==> src/rtl/mem_pkg.sv <==
// rtl/mem_pkg.sv - shared types and constants for the memory arbiter
package mem_pkg;

  typedef enum logic [1:0] {
    IDLE    = 2'd0,
    ISSUE   = 2'd1,
    RELEASE = 2'd2,
    HIT     = 2'd3
  } state_t;

  typedef enum logic {
    GRANT_IF = 1'b0,
    GRANT_D  = 1'b1
  } grant_t;

  localparam logic [2:0] NUM_BYTES_WORD = 3'd4;

endpackage

==> src/rtl/ifetch_buffer.sv <==
// rtl/ifetch_buffer.sv - single-entry instruction word buffer
module ifetch_buffer
  import mem_pkg::*;
#(
  parameter int DATA_W = 32
) (
  input  logic              clk,
  input  logic              rst_n,
  input  logic              fill,
  input  logic [DATA_W-1:0] fill_addr,
  input  logic [DATA_W-1:0] fill_data,
  input  logic              inval,
  input  logic [DATA_W-3:0] inval_word,
  input  logic [DATA_W-1:0] lookup_addr,
  output logic              hit,
  output logic [DATA_W-1:0] data
);

  logic              valid;
  logic [DATA_W-1:0] addr_q;
  logic [DATA_W-1:0] data_q;

  // Fill takes priority; a store to any byte of the buffered word drops the entry.
  always_ff @(posedge clk or negedge rst_n) begin
    if (!rst_n) begin
      valid  <= 1'b0;
      addr_q <= '0;
      data_q <= '0;
    end else if (fill) begin
      valid  <= 1'b1;
      addr_q <= fill_addr;
      data_q <= fill_data;
    end else if (inval && (inval_word == addr_q[DATA_W-1:2])) begin
      valid  <= 1'b0;
    end
  end

  assign hit  = valid && (lookup_addr == addr_q);
  assign data = data_q;

endmodule

==> src/rtl/mem_arbiter.sv <==
// rtl/mem_arbiter.sv - round-robin fetch/data front end for mem_controller
module mem_arbiter
  import mem_pkg::*;
#(
  parameter int DATA_W = 32
) (
  input  logic              clk,
  input  logic              rst_n,
  input  logic              if_req,
  input  logic [DATA_W-1:0] if_addr,
  output logic              if_done,
  output logic [DATA_W-1:0] if_rdata,
  input  logic              d_req,
  input  logic              d_is_write,
  input  logic [2:0]        d_num_bytes,
  input  logic [DATA_W-1:0] d_addr,
  input  logic [DATA_W-1:0] d_wdata,
  output logic              d_done,
  output logic [DATA_W-1:0] d_rdata,
  output logic              mem_start_request,
  output logic              mem_is_write,
  output logic [2:0]        mem_num_bytes,
  output logic [DATA_W-1:0] mem_target_address,
  output logic [DATA_W-1:0] mem_write_value,
  output logic              mem_is_data_fetch,
  input  logic [DATA_W-1:0] mem_fetched_data,
  input  logic              mem_request_done
);

  state_t            state;
  grant_t            last_grant;
  logic              pick_if;
  logic              buf_hit;
  logic [DATA_W-1:0] buf_data;
  logic              buf_fill;
  logic              buf_inval;

  // last_grant doubles as the owner of the transaction in flight.
  assign buf_fill  = (state == ISSUE) && mem_request_done && (last_grant == GRANT_IF);
  assign buf_inval = (state == ISSUE) && mem_request_done && (last_grant == GRANT_D) && mem_is_write;

  // Fetch wins when it is alone or when data was served last.
  assign pick_if = if_req && (!d_req || (last_grant == GRANT_D));

  ifetch_buffer #(.DATA_W(DATA_W)) u_ifetch_buffer (
    .clk         (clk),
    .rst_n       (rst_n),
    .fill        (buf_fill),
    .fill_addr   (mem_target_address),
    .fill_data   (mem_fetched_data),
    .inval       (buf_inval),
    .inval_word  (mem_target_address[DATA_W-1:2]),
    .lookup_addr (if_addr),
    .hit         (buf_hit),
    .data        (buf_data)
  );

  // Arbitration and handshake FSM; all client and memory outputs are registered here.
  always_ff @(posedge clk or negedge rst_n) begin
    if (!rst_n) begin
      state              <= IDLE;
      last_grant         <= GRANT_D;
      if_done            <= 1'b0;
      if_rdata           <= '0;
      d_done             <= 1'b0;
      d_rdata            <= '0;
      mem_start_request  <= 1'b0;
      mem_is_write       <= 1'b0;
      mem_num_bytes      <= '0;
      mem_target_address <= '0;
      mem_write_value    <= '0;
      mem_is_data_fetch  <= 1'b0;
    end else begin
      if_done <= 1'b0;
      d_done  <= 1'b0;
      case (state)
        IDLE: begin
          if (pick_if) begin
            last_grant <= GRANT_IF;
            if (buf_hit) begin
              state    <= HIT;
              if_done  <= 1'b1;
              if_rdata <= buf_data;
            end else begin
              state              <= ISSUE;
              mem_start_request  <= 1'b1;
              mem_is_write       <= 1'b0;
              mem_num_bytes      <= NUM_BYTES_WORD;
              mem_target_address <= if_addr;
              mem_write_value    <= '0;
              mem_is_data_fetch  <= 1'b0;
            end
          end else if (d_req) begin
            last_grant         <= GRANT_D;
            state              <= ISSUE;
            mem_start_request  <= 1'b1;
            mem_is_write       <= d_is_write;
            mem_num_bytes      <= d_num_bytes;
            mem_target_address <= d_addr;
            mem_write_value    <= d_wdata;
            mem_is_data_fetch  <= 1'b1;
          end
        end
        ISSUE: begin
          if (mem_request_done) begin
            state             <= RELEASE;
            mem_start_request <= 1'b0;
            if (last_grant == GRANT_IF) begin
              if_done  <= 1'b1;
              if_rdata <= mem_fetched_data;
            end else begin
              d_done <= 1'b1;
              if (!mem_is_write) d_rdata <= mem_fetched_data;
            end
          end
        end
        RELEASE: state <= IDLE;
        HIT:     state <= IDLE;
        default: state <= IDLE;
      endcase
    end
  end

endmodule

==> config.mk <==
export PLATFORM = sky130hd
export DESIGN_NAME = mem_arbiter
export DESIGN_NICKNAME = d
export VERILOG_FILES = /design/src/rtl/mem_pkg.sv /design/src/rtl/ifetch_buffer.sv /design/src/rtl/mem_arbiter.sv
export SDC_FILE = /design/constraint.sdc
export NUM_CORES = 1
export LEC_CHECK = 0
export CORE_UTILIZATION = 43
export CTS_CLUSTER_DIAMETER = 100
export DETAILED_ROUTE_END_ITERATION = 12
export GPL_ROUTABILITY_DRIVEN = 0
export PLACE_DENSITY = 0.77
export SYNTH_ARGS = -nofsm -noshare
export SYNTH_HDL_FRONTEND = slang
export SYNTH_SLANG_ARGS = --single-unit
==> constraint.sdc <==
create_clock -name clk -period 2.8 [get_ports clk]
set_input_delay 0.56 -clock clk [delete_from_list [all_inputs] [get_ports clk]]
set_output_delay 0.56 -clock clk [all_outputs]
set_load 0.01 [all_outputs]
# Word level (Yosys, flattened, before mapping)
# Index checks and enable logic that the tools add are counted.
[totals]
register_bits = 204
latchBits = 0
ramBits = 0
rom_bits = 0
in_bits = 137
output_inout_bits = 136
word_cells = 88
memories = 0
[classes]
addsub = 0
mul = 0
div = 0
n_lt_le_gt_ge = 0
eq_ne = 12
shifts = 0
muxes = 39
bitwise = 2
n_reduce_logical = 20
[op_table]
columns = ["cell", "n"]
rows = [
  ["two-way mux 32 bit", 10],
  ["one-hot mux 32 bit (2 select lines)", 1],
  ["equality test 32 bit", 1],
  ["equality test 30 bit", 1],
  ["two-way mux 1 bit", 18],
  ["inequality test 2 bit, second input constant", 5],
  ["two-way mux 3 bit", 3],
  ["two-way mux 2 bit", 4],
  ["AND reduction 4 bit", 2],
  ["logical AND 1 bit", 7],
  ["inequality test 3 bit, second input constant", 2],
  ["one-hot mux 2 bit (3 select lines)", 1],
  ["nonzero test 2 bit", 3],
  ["AND reduction 5 bit", 1],
  ["equality test 2 bit, second input constant", 2],
  ["one-hot mux 1 bit (2 select lines)", 2],
  ["AND reduction 2 bit", 2],
  ["AND reduction 3 bit", 1],
  ["equality test 2 x 1 -> 1 bit, second input constant", 1],
  ["zero test 2 bit", 1],
  ["inverter 1 bit", 2],
  ["OR reduction 2 bit", 1],
  ["zero test 1 bit", 1],
  ["logical OR 1 bit", 1],
]

# Depth between registers and ports, before layout
[logic_depth]
word_depth = 7
mapped_depth = 9
depth_no_buf = 6

# By module
# Synthesis repeated with hierarchy kept, for this count alone.
[hier_totals]
hier_cells = 685
area_unflattened_um2 = 8783.4
[modules_own_cells]
columns = ["module", "instances", "cells_each", "area_per_inst_um2", "seq_area_each_um2"]
rows = [
  ["mem_arbiter", 1, 465, 5715.5, 3479.6],
  ["ifetch_buffer", 1, 220, 3067.9, 1626.6],
]

# Least setup slack after synthesis
# No wires, ideal clock.
[synth_path]
path_kind = "input -> register"
startpoint = "input if_addr[1]"
endpoint = "register mem_target_address[28]"
setup_time_ps = 125
t_arrival_ps = 2738
required_ps = 2675
setup_slack_ps = -63
path_stages = 8
path_buffers = 2
cell_sequence = "nor2b_1 -> a2111o_1 -> or4_1 -> nor4_4 -> a31o_1 -> buf_2 -> buf_6 -> mux2_2"
[synth_between]
elab_chain_cells = 4
[synth_rtl]
columns = ["item", "line", "rtl"]
rows = [
  ["start, declared", "mem_arbiter.sv:10", "input logic [DATA_W-1:0] if_addr,"],
  ["equality test 32 bit", "ifetch_buffer.sv:38", "assign hit = valid && (lookup_addr == addr_q);"],
  ["logical AND 1 bit", "ifetch_buffer.sv:38", ""],
  ["inequality test 2 bit (no source line)", "--", ""],
  ["AND reduction 3 bit (no source line)", "--", ""],
  ["end signal, assigned", "mem_arbiter.sv:89", "mem_target_address <= if_addr;"],
  ["end signal, assigned", "mem_arbiter.sv:99", "mem_target_address <= d_addr;"],
  ["end, declared", "mem_arbiter.sv:23", "output logic [DATA_W-1:0] mem_target_address,"],
]
# Every way passes these cells.
# A chain may end at the register's enable or synchronous reset.

# Final worst setup path
[layout_path]
startpoint = "input if_addr[1]"
endpoint = "register if_rdata[23]"
[layout_between]
elab_chain_cells = 4
[layout_rtl]
columns = ["item", "line", "rtl"]
rows = [
  ["equality test 32 bit", "ifetch_buffer.sv:38", ""],
  ["logical AND 1 bit", "ifetch_buffer.sv:38", ""],
  ["inequality test 2 bit (no source line)", "--", ""],
  ["AND reduction 5 bit (no source line)", "--", ""],
  ["end signal, assigned", "mem_arbiter.sv:83", "if_rdata <= buf_data;"],
  ["end signal, assigned", "mem_arbiter.sv:110", "if_rdata <= mem_fetched_data;"],
  ["end, declared", "mem_arbiter.sv:12", "output logic [DATA_W-1:0] if_rdata,"],
]
# Every way passes these cells.

==> metrics.txt <==
# TYPE chip_impl_metric gauge
chip_impl_metric{name="worst_path_setup_slack_after_routing",unit="ns"} 0.0921
chip_impl_metric{name="dp_cells",unit=""} 1242
chip_impl_metric{name="drt-vias-per-instance",unit=""} 5.07
chip_impl_metric{name="power.switching",unit="mW"} 4.71
chip_impl_metric{name="netlist.area_leader.share",unit="%"} 55.6
chip_impl_metric{name="design.portCount",unit=""} 273
chip_impl_metric{name="comb_power_share",unit="%"} 43.6
chip_impl_metric{name="final.setup_skew",unit="ns"} 0.00986
chip_impl_metric{name="fp-row-count",unit=""} 52
chip_impl_metric{name="final_hold_viol_count",unit=""} 0
chip_impl_info{name="worstSetupStartpoint",value="if_addr[1]"} 1
chip_impl_metric{name="place.port_buffers",unit=""} 272
chip_impl_metric{name="pwr_density_cell",unit="nW/um2"} 1110
chip_impl_metric{name="pre_cts_slack",unit="ns"} -0.463
chip_impl_metric{name="finalWorstPathRequiredPeriod",unit="ns"} 2.71
chip_impl_metric{name="max-vdd-ir-drop",unit="V"} 0.000632
chip_impl_metric{name="design.die.area",unit="um2"} 21800
chip_impl_info{name="critPathSlowestCell",value="sky130_fd_sc_hd__or4_1"} 1
chip_impl_metric{name="grt.overflow.total",unit=""} 0
chip_impl_metric{name="worstSkewPairLatency",unit="ns"} 0.51
chip_impl_metric{name="syn_area_per_cell",unit="um2"} 13.0
chip_impl_metric{name="die_height",unit="um"} 148
chip_impl_metric{name="synthesis.nets",unit=""} 841
chip_impl_info{name="critical_path_class",value="in -> reg"} 1
chip_impl_metric{name="post-layout-total-power",unit="mW"} 14.6
chip_impl_metric{name="r2r_slack",unit="ns"} 0.23
chip_impl_metric{name="fraction_of_power_consumed_by_sequential_logic",unit="%"} 37.0
chip_impl_metric{name="swShare",unit="%"} 32.2
chip_impl_metric{name="max_transition_viols_final",unit=""} 0
chip_impl_metric{name="setup_viol",unit=""} 0
chip_impl_metric{name="via_count",unit=""} 6496
chip_impl_metric{name="worst_slew_margin_rel",unit="%"} 67.2
chip_impl_metric{name="critPathMaxStageDelay",unit="ns"} 0.53
chip_impl_metric{name="cp.arrival",unit="ns"} 3.09
chip_impl_metric{name="place.detailed.hpwl",unit="um"} 16500
chip_impl_metric{name="ys_warn_count",unit=""} 0
chip_impl_metric{name="layoutNonFillerInstCount",unit=""} 1282
chip_impl_metric{name="pin_slew_with_the_least_headroom_to_its_limit",unit="ns"} 0.491
chip_impl_metric{name="intPower",unit="mW"} 9.92
chip_impl_info{name="layout_commonest_cell",value="sky130_fd_sc_hd__clkdlybuf4s50_1"} 1
chip_impl_metric{name="yosys_register_bits",unit=""} 204
chip_impl_metric{name="worst_setup_hold_path_clk_slew",unit="ns"} 0.06
chip_impl_info{name="critical_path.reg2reg.startpoint",value="u_ifetch_buffer.addr_q[29]$_DFFE_PN0P_"} 1
chip_impl_metric{name="post_synth_instance_area",unit="um2"} 9130
chip_impl_info{name="netlist_top_cells_area",value="sky130_fd_sc_hd__dfrtp_1 (56%), sky130_fd_sc_hd__mux2_2 (20%), sky130_fd_sc_hd__mux2_1 (7.0%)"} 1
chip_impl_metric{name="largest_net_degree_at_the_start_of_global_routing",unit=""} 65
chip_impl_info{name="critical_path.endpoint_type",value="register"} 1
chip_impl_info{name="most-common-layout-cells",value="sky130_fd_sc_hd__clkdlybuf4s50_1 (271), sky130_fd_sc_hd__dfrtp_1 (203), sky130_fd_sc_hd__mux2_2 (160)"} 1
chip_impl_metric{name="grt_pass1_wl",unit="um"} 37500
chip_impl_info{name="timing.critical_path.cells",value="clkdlybuf4s50_1, nor2b_1, a2111o_1, or4_1, nor4_4, buf_4, a31oi_4, buf_12, mux2_1"} 1
chip_impl_info{name="cts_tree",value="built"} 1
chip_impl_metric{name="finalWirelength",unit="um"} 23300
chip_impl_metric{name="initial_cell_density_of_the_core",unit="%"} 44.6
chip_impl_metric{name="final_antenna_net_count",unit=""} 0
chip_impl_info{name="grt_setup_unrepaired",value="false"} 1
chip_impl_metric{name="grt_pass1_vias",unit=""} 6860
chip_impl_metric{name="cts_h_tree_depth",unit=""} 1
chip_impl_metric{name="worst-endpoint-required",unit="ns"} 3.18
chip_impl_metric{name="leakage",unit="nW"} 5.45
chip_impl_metric{name="cts_made_buffers",unit=""} 23
chip_impl_metric{name="synthDistinctLibCells",unit=""} 35
chip_impl_metric{name="dr_iter_0_viols",unit=""} 232
chip_impl_metric{name="drive_above_1_share",unit="%"} 23.2
chip_impl_metric{name="dieWidth",unit="um"} 148
chip_impl_info{name="min-delay-path-class",value="in -> async"} 1
chip_impl_info{name="post-synth-top-area-cell",value="sky130_fd_sc_hd__dfrtp_1"} 1
chip_impl_metric{name="timing.final.crit_share",unit="%"} 96.7
chip_impl_info{name="outcome",value="complete, no violations"} 1
chip_impl_info{name="clockRootBuffer",value="sky130_fd_sc_hd__clkbuf_16"} 1
chip_impl_metric{name="drc",unit=""} 0
chip_impl_metric{name="global_route.usage.total",unit="%"} 21.9
chip_impl_metric{name="cap_violations",unit=""} 0
chip_impl_metric{name="clock_tree.buffer_depth",unit=""} 3
chip_impl_metric{name="syn_inst",unit=""} 704
chip_impl_info{name="critical_path.startpoint_type",value="input pin"} 1
chip_impl_metric{name="clock_sinks",unit=""} 204
chip_impl_metric{name="routedWlPerCell",unit="um"} 18.2
chip_impl_metric{name="crit_path_max_fanout",unit=""} 20
chip_impl_metric{name="sequential_cell_area_fraction_in_the_yosys_report",unit="%"} 55.9
chip_impl_metric{name="clock_power_share",unit="%"} 19.4
chip_impl_metric{name="flow.area_growth_from_synthesis",unit="%"} 44.0
chip_impl_metric{name="firstDrtPassIters",unit=""} 4
chip_impl_metric{name="grt_antenna_before_repair",unit=""} 2
chip_impl_metric{name="core",unit="um2"} 20500
chip_impl_metric{name="nets",unit=""} 1135
chip_impl_metric{name="max_clock_freq",unit="MHz"} 369
cell usage after synthesis:
cell and n:
sky130_fd_sc_hd__dfrtp_1 203, sky130_fd_sc_hd__mux2_2 160, sky130_fd_sc_hd__nand2_1 84, sky130_fd_sc_hd__mux2_1 57
sky130_fd_sc_hd__xnor2_1 42, sky130_fd_sc_hd__a21oi_1 37, sky130_fd_sc_hd__clkbuf_1 27, sky130_fd_sc_hd__inv_1 12
sky130_fd_sc_hd__nand4_1 11, sky130_fd_sc_hd__xor2_1 11, sky130_fd_sc_hd__o21ai_0 9, sky130_fd_sc_hd__nand3_1 7
sky130_fd_sc_hd__buf_6 6, sky130_fd_sc_hd__nor2b_1 6, sky130_fd_sc_hd__nor2_1 5, sky130_fd_sc_hd__nor4_1 4
sky130_fd_sc_hd__o22ai_1 3, sky130_fd_sc_hd__buf_1 2, sky130_fd_sc_hd__nor3_1 2, sky130_fd_sc_hd__a2111o_1 1
sky130_fd_sc_hd__a21boi_0 1, sky130_fd_sc_hd__a21boi_1 1, sky130_fd_sc_hd__a21o_1 1, sky130_fd_sc_hd__a222oi_1 1
sky130_fd_sc_hd__a31o_1 1, sky130_fd_sc_hd__a31oi_2 1, sky130_fd_sc_hd__and3_1 1, sky130_fd_sc_hd__and4_1 1
sky130_fd_sc_hd__and4b_1 1, sky130_fd_sc_hd__buf_2 1, sky130_fd_sc_hd__dfstp_2 1, sky130_fd_sc_hd__nand3b_1 1
sky130_fd_sc_hd__nor4_4 1, sky130_fd_sc_hd__o21ai_1 1, sky130_fd_sc_hd__or4_1 1
registers in the layout (all words and copies together), names as in the netlist, 2 cells and up:
name,count
mem_num_bytes,3
mem_target_address,32
state,2
if_rdata,32
mem_write_value,32
u_ifetch_buffer.data,32
u_ifetch_buffer.addr_q,32
d_rdata,32
path summary, 6_finish.rpt:
kind / end / cells past startpoint
worst max-delay path: if_rdata[23]$_DFFE_PN0P_ / 9
worst min-delay path: d_rdata[6]$_DFFE_PN0P_ / 1
worst max register to register: if_rdata[23]$_DFFE_PN0P_ / 8
worst min register to register: if_rdata[2]$_DFFE_PN0P_ / 1
max in group asynchronous: last_grant$_DFFE_PN1P_ / 2
min in group clk: if_rdata[2]$_DFFE_PN0P_ / 1
power groups by stage:
stage | Combinational [mW] | Clock [mW] | Sequential (mW)
3_5_place_dp | 6.43 | 0 | 5.45
6_report | 6.37 | 2.84 | 5.41
4_1_cts | 6.48 | 2.92 | 5.42
3_3_place_gp | 6.35 | 0 | 5.38
5_1_grt | 6.87 | 3.05 | 5.62
2_1_floorplan | 3.02 | 0 | 5.68
per-layer routing:
| metal | wire length (um) | GRT usage, % | vias up |
|---|---|---|---|
| met5 | 13 | 0 | - |
| met4 | 383 | 5.15 | 2 |
| met3 | 1840 | 6.08 | 32 |
| met2 | 11100 | 36.3 | 207 |
| met1 | 9960 | 28.5 | 3210 |
| li1 | - | - | 3045 |
layout make-up:
class	instances	area [um2]
fillers	1634	7340
flip-flops and latches	204	5110
multi-input cells	452	3850
repair buffers	305	3100
clock buffers	33	653
well taps	270	338
clock inverters	5	53.8
inverters	12	45.0
diodes	1	2.50
worst max-delay path: cells and delay by family:
kind	cells	cell delay, ns
buffers and inverters	3	0.82
multiplexers	1	0.32
AO/OA/AOI/OAI	2	0.52
AND/OR/NAND/NOR	3	0.87
stage by stage:
step / area (um2) / hold slack, ns / TNS [ns] / utilization (%)
global route: 13100 / 0.0444 / 0 / 64.2
detailed placement: 12400 / 0.460 / -35.59 / 60.7
CTS: 13100 / 0.0304 / 0 / 64.1
global placement: 12400 / 0.454 / -30.39 / 60.7
finish: 13200 / 0.0308 / 0 / 64.2
floorplan: 9130 / 0.264 / 0 / -
timing repair:
action / CTS / global route
setup endpoints to repair: 0 / 26
hold buffers: 0 / 0
gates resized for setup: 0 / 1
buffers inserted: 0 / 1
cells by family (layout without fill, tap and decap cells):
kind of cell              Yosys count  in the layout  synth area share (%)
AOI/OAI and AO/OA                  57             57                  3.49
buffers and inverters              48            355                  2.48
muxes                             217            217                  26.8
DFF                               204            204                  55.9
other                               0              1                     0
xor gates and xnor gates           53             53                  5.08
and+or+nand+nor                   125            125                  6.26
No activity file was read; power rests on OpenSTA's default activity.
